$ cat config.mk
export PLATFORM = sky130hd
export DESIGN_NAME = rip_bram_arbiter
export DESIGN_NICKNAME = d
export VERILOG_FILES = /design/src/rtl/rip_bram_arbiter.sv
export SDC_FILE = /design/constraint.sdc
export NUM_CORES = 1
export LEC_CHECK = 0
export CAP_MARGIN = 40
export CORE_MARGIN = 8
export CORE_UTILIZATION = 34
export CTS_CLUSTER_SIZE = 14
export DETAILED_ROUTE_END_ITERATION = 6
export PLACE_DENSITY = 0.82
export SETUP_SLACK_MARGIN = 0.05
export SYNTH_ARGS = -nofsm -noshare
export SYNTH_HDL_FRONTEND = slang
export SYNTH_SLANG_ARGS = --single-unit
$ cat constraint.sdc
create_clock -name clk -period 2.4 [get_ports clk]
set_input_delay 0.36 -clock clk [delete_from_list [all_inputs] [get_ports clk]]
set_output_delay 0.36 -clock clk [all_outputs]
set_load 0.02 [all_outputs]
$ cat src/rtl/rip_bram_arbiter.sv
// ---------------------------------------------------------------------------
// rip_bram_arbiter
//
// Shares port 1 of a read-first, 1-cycle-latency block RAM between two
// requesters (m0, m1). Port 2 of the RAM is a dedicated, non-blocking fetch
// read path. Responses leave the RAM one cycle after acceptance; a requester
// that is not ready for its response gets it parked in a local hold register
// until it is.
//
// Ports
//   clk, rst                  single clock, synchronous active-high reset
//   mN_valid/ready            request handshake (N = 0, 1)
//   mN_addr/we/wdata          word address, byte strobes (0 = read), data
//   mN_rvalid/rready/rdata    response handshake and data
//   m1_lock                   keeps the RAM port with m1 across a burst
//   f_en/f_addr               fetch read request (RAM port 2)
//   f_rvalid/f_rdata          fetch data, one cycle after f_en
//   bram_*_1                  RAM port 1 (read/write, arbitrated)
//   bram_*_2                  RAM port 2 (read only, fetch)
// ---------------------------------------------------------------------------
package rip_const;
    localparam int B_WIDTH = 8;
endpackage

module rip_bram_arbiter
    import rip_const::*;
#(
    parameter int DATA_WIDTH = 32,
    parameter int ADDR_WIDTH = 10
) (
    input  logic                           clk,
    input  logic                           rst,

    input  logic                           m0_valid,
    output logic                           m0_ready,
    input  logic [ADDR_WIDTH-1:0]          m0_addr,
    input  logic [DATA_WIDTH/B_WIDTH-1:0]  m0_we,
    input  logic [DATA_WIDTH-1:0]          m0_wdata,
    output logic                           m0_rvalid,
    input  logic                           m0_rready,
    output logic [DATA_WIDTH-1:0]          m0_rdata,

    input  logic                           m1_valid,
    output logic                           m1_ready,
    input  logic [ADDR_WIDTH-1:0]          m1_addr,
    input  logic [DATA_WIDTH/B_WIDTH-1:0]  m1_we,
    input  logic [DATA_WIDTH-1:0]          m1_wdata,
    output logic                           m1_rvalid,
    input  logic                           m1_rready,
    output logic [DATA_WIDTH-1:0]          m1_rdata,
    input  logic                           m1_lock,

    input  logic                           f_en,
    input  logic [ADDR_WIDTH-1:0]          f_addr,
    output logic                           f_rvalid,
    output logic [DATA_WIDTH-1:0]          f_rdata,

    output logic                           bram_enable_1,
    output logic [DATA_WIDTH/B_WIDTH-1:0]  bram_we_1,
    output logic [ADDR_WIDTH-1:0]          bram_addr_1,
    output logic [DATA_WIDTH-1:0]          bram_din_1,
    input  logic [DATA_WIDTH-1:0]          bram_dout_1,
    output logic                           bram_enable_2,
    output logic [ADDR_WIDTH-1:0]          bram_addr_2,
    input  logic [DATA_WIDTH-1:0]          bram_dout_2
);

    localparam int NB = DATA_WIDTH / B_WIDTH;

    // Per-requester state, bit N belongs to requester N.
    logic [1:0]                 pend_q, pend_d;   // response due this cycle
    logic [1:0]                 hold_q, hold_d;   // response parked
    logic [1:0][DATA_WIDTH-1:0] hold_data_q, hold_data_d;
    logic                       last_gnt_q, last_gnt_d;
    logic                       lock_act_q, lock_act_d;
    logic                       f_pend_q;

    logic [1:0] rready;
    logic [1:0] elig;
    logic [1:0] gnt;

    assign rready = {m1_rready, m0_rready};

    // A requester may issue only when no parked response blocks it and any
    // response due now is being consumed this same cycle.
    assign elig[0] = m0_valid && !hold_q[0] && (!pend_q[0] || m0_rready);
    assign elig[1] = m1_valid && !hold_q[1] && (!pend_q[1] || m1_rready);

    // NOTE: every signal assigned in an always_comb gets a default at the
    // top of the block, so no path can leave it unassigned and infer a latch.
    always_comb begin
        gnt = '0;
        if (!rst) begin
            if (lock_act_q) begin
                gnt[1] = elig[1];
            end else if (elig[0] && elig[1]) begin
                // Round robin: favour whoever was not granted last.
                gnt[0] = last_gnt_q;
                gnt[1] = !last_gnt_q;
            end else begin
                gnt = elig;
            end
        end
    end

    // RAM port 1 request mux.
    always_comb begin
        bram_enable_1 = |gnt;
        bram_we_1     = '0;
        bram_addr_1   = m0_addr;
        bram_din_1    = m0_wdata;
        if (gnt[1]) begin
            bram_we_1   = m1_we;
            bram_addr_1 = m1_addr;
            bram_din_1  = m1_wdata;
        end else if (gnt[0]) begin
            bram_we_1   = m0_we;
        end
    end

    always_comb begin
        pend_d      = gnt;
        hold_d      = hold_q;
        hold_data_d = hold_data_q;
        for (int i = 0; i < 2; i++) begin
            if (hold_q[i] && rready[i]) begin
                hold_d[i] = 1'b0;
            end else if (pend_q[i] && !rready[i]) begin
                // RAM output is only valid for this one cycle; capture it.
                hold_d[i]      = 1'b1;
                hold_data_d[i] = bram_dout_1;
            end
        end

        last_gnt_d = last_gnt_q;
        if (gnt[1]) begin
            last_gnt_d = 1'b1;
        end else if (gnt[0]) begin
            last_gnt_d = 1'b0;
        end

        // Lock drops at the first edge that sees m1_lock low, whether or not
        // m1 is requesting.
        lock_act_d = lock_act_q;
        if (!m1_lock) begin
            lock_act_d = 1'b0;
        end else if (gnt[1]) begin
            lock_act_d = 1'b1;
        end
    end

    // NOTE: sequential state uses non-blocking assignments so every register
    // samples the pre-edge values of the others, independent of statement order.
    always_ff @(posedge clk) begin
        if (rst) begin
            pend_q      <= '0;
            hold_q      <= '0;
            // NOTE: the parked data registers are reset as well, so a fresh
            // start never carries words from before the reset.
            hold_data_q <= '0;
            last_gnt_q  <= 1'b1;
            lock_act_q  <= 1'b0;
            f_pend_q    <= 1'b0;
        end else begin
            pend_q      <= pend_d;
            hold_q      <= hold_d;
            hold_data_q <= hold_data_d;
            last_gnt_q  <= last_gnt_d;
            lock_act_q  <= lock_act_d;
            f_pend_q    <= f_en;
        end
    end

    assign m0_ready  = gnt[0];
    assign m1_ready  = gnt[1];
    assign m0_rvalid = !rst && (pend_q[0] || hold_q[0]);
    assign m1_rvalid = !rst && (pend_q[1] || hold_q[1]);
    assign m0_rdata  = hold_q[0] ? hold_data_q[0] : bram_dout_1;
    assign m1_rdata  = hold_q[1] ? hold_data_q[1] : bram_dout_1;

    // Fetch path: straight to RAM port 2, no arbitration or backpressure.
    // A same-cycle port 1 write to the same word returns the old word here
    // because the RAM is read-first.
    assign bram_enable_2 = f_en && !rst;
    assign bram_addr_2   = f_addr;
    assign f_rvalid      = f_pend_q && !rst;
    assign f_rdata       = bram_dout_2;

endmodule

==> impl_metrics.ini <==
[route]
drtIter0Drc = 235
vias = 4296
wl_mm = 18.2
drc = 0
vias_per_cell = 4.90
antenna_left = 0
wl_per_cell_um = 20.8
drtPass1Iterations = 4

[sta]
hold_viol = 0
rsz0062_at_grt = true
drv_slew = 0
finalSetupTns_ns = -3.73
setup_ws_ns = -0.174
finalCritPeriodShare_pct = 107
max_freq_mhz = 388
max_slew_margin_pct = 60.4
worstMarginPinSlew_ns = 0.593
fin_skew_ns = 0.00670
finalSetupViolations = 46
post-route-min-period_ns = 2.57
finalHoldWorstSlack_ns = 0.453

[min_path]
hold_class = flip-flop to flip-flop

[place]
gp_congestion = 0.893
portBuffers = 248
place_hpwl_mm = 14.2
dp_cells = 850
dpl_cell_area_mm2 = 0.00673

[critical_path]
cp_num_cells = 7
required_ns = 2.04
crit_end = bram_din_1[5]
cp_max_fo = 7
reg2reg_from = pend_q[1]
critical_path.slowest_cell = a211o_4
rr_worst_depth = 6
startpoint = pend_q[1]
crit_path_end_kind = output pin
path_cells = nor2b_4 -> or3_4 -> a211o_4 -> buf_12 -> buf_16 -> mux2_4 -> buf_6
cp.buffers_inverters = 3
crit-reg2reg-capture = pend_q[1]
startpoint_type = flip-flop
crit_arrival_ns = 2.21
critPathKind = flip-flop to output pin
cp_top_family = simple AND/OR/NAND/NOR gates
max_stage_delay_ns = 0.37
ff2ff_setup_slack_ns = 0.85

[cts]
root_buffer = clkbuf_16
cts_buffer_depth = 2
tritoncts = yes
numCtsBuffers = 9
htreeDepth = 3
insertion_delay_ns = 0.34
cts_sinks = 71
path_clk_slew_ns = 0.06

[final_layout]
finalNetCount = 871
instances_no_fill = 876
final_layout_size_suffix_gt1_share_pct = 31.2
syn_to_final_growth_pct = 70.9
design_area_mm2 = 0.00729

[grt]
use_met3_pct = 10.3
grt_antenna_before_repair = 6
grt_max_degree = 57
use_met2_pct = 35.9
grt.busiest_layer = met2
grt_pass1_vias = 4524
grt_pass1_wl_mm = 26.9
gr-usage-met1_pct = 23.4
overflow = 0
grt.total_usage_pct = 21.6

[synthesis]
synth_area_leader_cell = dfxtp_1
synth_edf_count = 0
synth_area_leaders = dfxtp_1, mux2_2, mux2_4, nand2_1, a21oi_1
synth_cell_types = 23
synth_warnings = 0
yosysMostFrequentCell = nand2_1
syn_avg_cell_area_um2 = 8.90
synth_common_cells = nand2_1, dfxtp_1, mux2_2
synth_cells = 479
syn-cell-area_mm2 = 0.00426
async_flop_share_pct = 0
synth_ff_type = dfxtp_1
ys_seq_area_share_pct = 33.3
ys_seq_elements = 71
syn-num-nets = 653
synth_top_area_share_pct = 33.3

[power]
p_leak_nw = 2.96
ir_drop_mv = 0.395
power_density_mw_per_mm2 = 528

[floorplanning]
core-area_mm2 = 0.0124
die_y_um = 128
io_pins = 333
start_util_pct = 34.3
dieArea_mm2 = 0.0164
core.rowCount = 41
die_x_um = 128

[run_status]
status = finished with violations
violations = negative setup slack

[flow_run]
drv_cap = 0
[worst min path at each step]
| stage | from | end | slack [ns] | cells past startpoint |
|---|---|---|---|---|
| 6_report | hold_data_q[42] | hold_data_q[42] | 0.45 | 2 |
| 5_1_grt | hold_data_q[33] | hold_data_q[33] | 0.46 | 2 |
| 4_1_cts | hold_data_q[42] | hold_data_q[42] | 0.45 | 2 |
| 3_5_place_dp | hold_data_q[12] | hold_data_q[12] | 0.45 | 2 |
| 3_3_place_gp | hold_data_q[49] | hold_data_q[49] | 0.44 | 2 |
| 2_1_floorplan | hold_data_q[0] | hold_data_q[0] | 0.43 | 2 |
[state kept, by name, summed over array words and instances (netlist names)]
name         cells
last_gnt_q       1
lock_act_q       1
f_pend_q         1
hold_data_q     64
hold_q           2
pend_q           2
[area by class of cell]
cell class                      instances  area, um2
Multi-Input combinational cell        327       2390
Sequential cell                        71       1430
Clock buffer                           11        253
Tap cell                              172        215
Fill cell                            1073       5130
Timing Repair Buffer                  284       2920
Antenna cell                            3       7.51
Clock inverter                          4       55.1
Inverter                                4       22.5
[timing repair]
action / 4_1_cts / 5_1_grt
cloned: 3 / 0
resized for setup: 308 / 13
pin swaps: 4 / 2
hold buffers: 0 / 0
endpoints found under the setup margin: 66 / 50
setup buffers: 4 / 1
[cell usage in the layout, fill, tap and decap left out, types with 2 or more instances in the layout]
cell type | synthesis | layout
a22o_1 | 4 | 4
nor2b_1 | 5 | 3
clkbuf_16 | 0 | 9
clkinv_4 | 0 | 2
buf_4 | 42 | 26
clkdlybuf4s50_1 | 0 | 178
nand2b_1 | 2 | 2
diode_2 | 0 | 3
nand2_1 | 128 | 128
mux2_2 | 67 | 67
buf_16 | 0 | 3
buf_8 | 0 | 2
buf_12 | 0 | 5
nor2b_4 | 0 | 2
buf_6 | 6 | 48
clkbuf_8 | 0 | 2
dfxtp_1 | 71 | 68
dlygate4sd2_1 | 0 | 19
nor2_1 | 6 | 6
inv_1 | 4 | 3
mux2_4 | 39 | 39
buf_2 | 0 | 2
dfxtp_2 | 0 | 3
nor3_1 | 2 | 2
a21oi_1 | 66 | 65
[worst register-to-register path: cells and delay by family (launching register included)]
family | cells | cell delay, ns
simple gates | 2 | 0.46
flops | 1 | 0.32
buf+inv | 3 | 0.36
compound gates | 1 | 0.37
[power breakdown]
| part | switching [mW] | total, mW | internal, mW | leakage, nW |
|---|---|---|---|---|
| sequential | 0.0228 | 1.24 | 1.22 | 0.577 |
| combinational | 0.535 | 1.23 | 0.695 | 2.23 |
| clock | 0.511 | 1.37 | 0.859 | 0.148 |
| total | 1.07 | 3.84 | 2.77 | 2.96 |
[metal layers]
metal / vias to the layer above / routed length [um]
met5: - / 45
met4: 8 / 452
met3: 44 / 1990
met2: 223 / 8910
met1: 2013 / 6820
li1: 2008 / -
[kinds of logic (layout without fill, tap and decap cells)]
| kind of cell | count (synthesis) | in the layout | share of synthesized area, % |
|---|---|---|---|
| buffers and inverters | 81 | 303 | 11.9 |
| AO/OA/AOI/OAI | 74 | 74 | 9.39 |
| flip-flops | 71 | 71 | 33.3 |
| multiplexers | 106 | 106 | 31.4 |
| AND/OR/NAND/NOR | 147 | 147 | 13.9 |
| other | 0 | 3 | 0 |
[stage by stage]
step / utilization, % / worst slack (ns) / power (mW)
after CTS: 58.2 / -0.197 / 3.87
after global routing: 58.7 / -0.222 / 3.99
after global placement: 54.2 / -0.692 / 2.42
after detailed placement: 54.2 / -0.717 / 2.44
after floorplan: - / 0.175 / 1.90
final: 58.7 / -0.174 / 3.84
(Power assumes the default switching activity.)
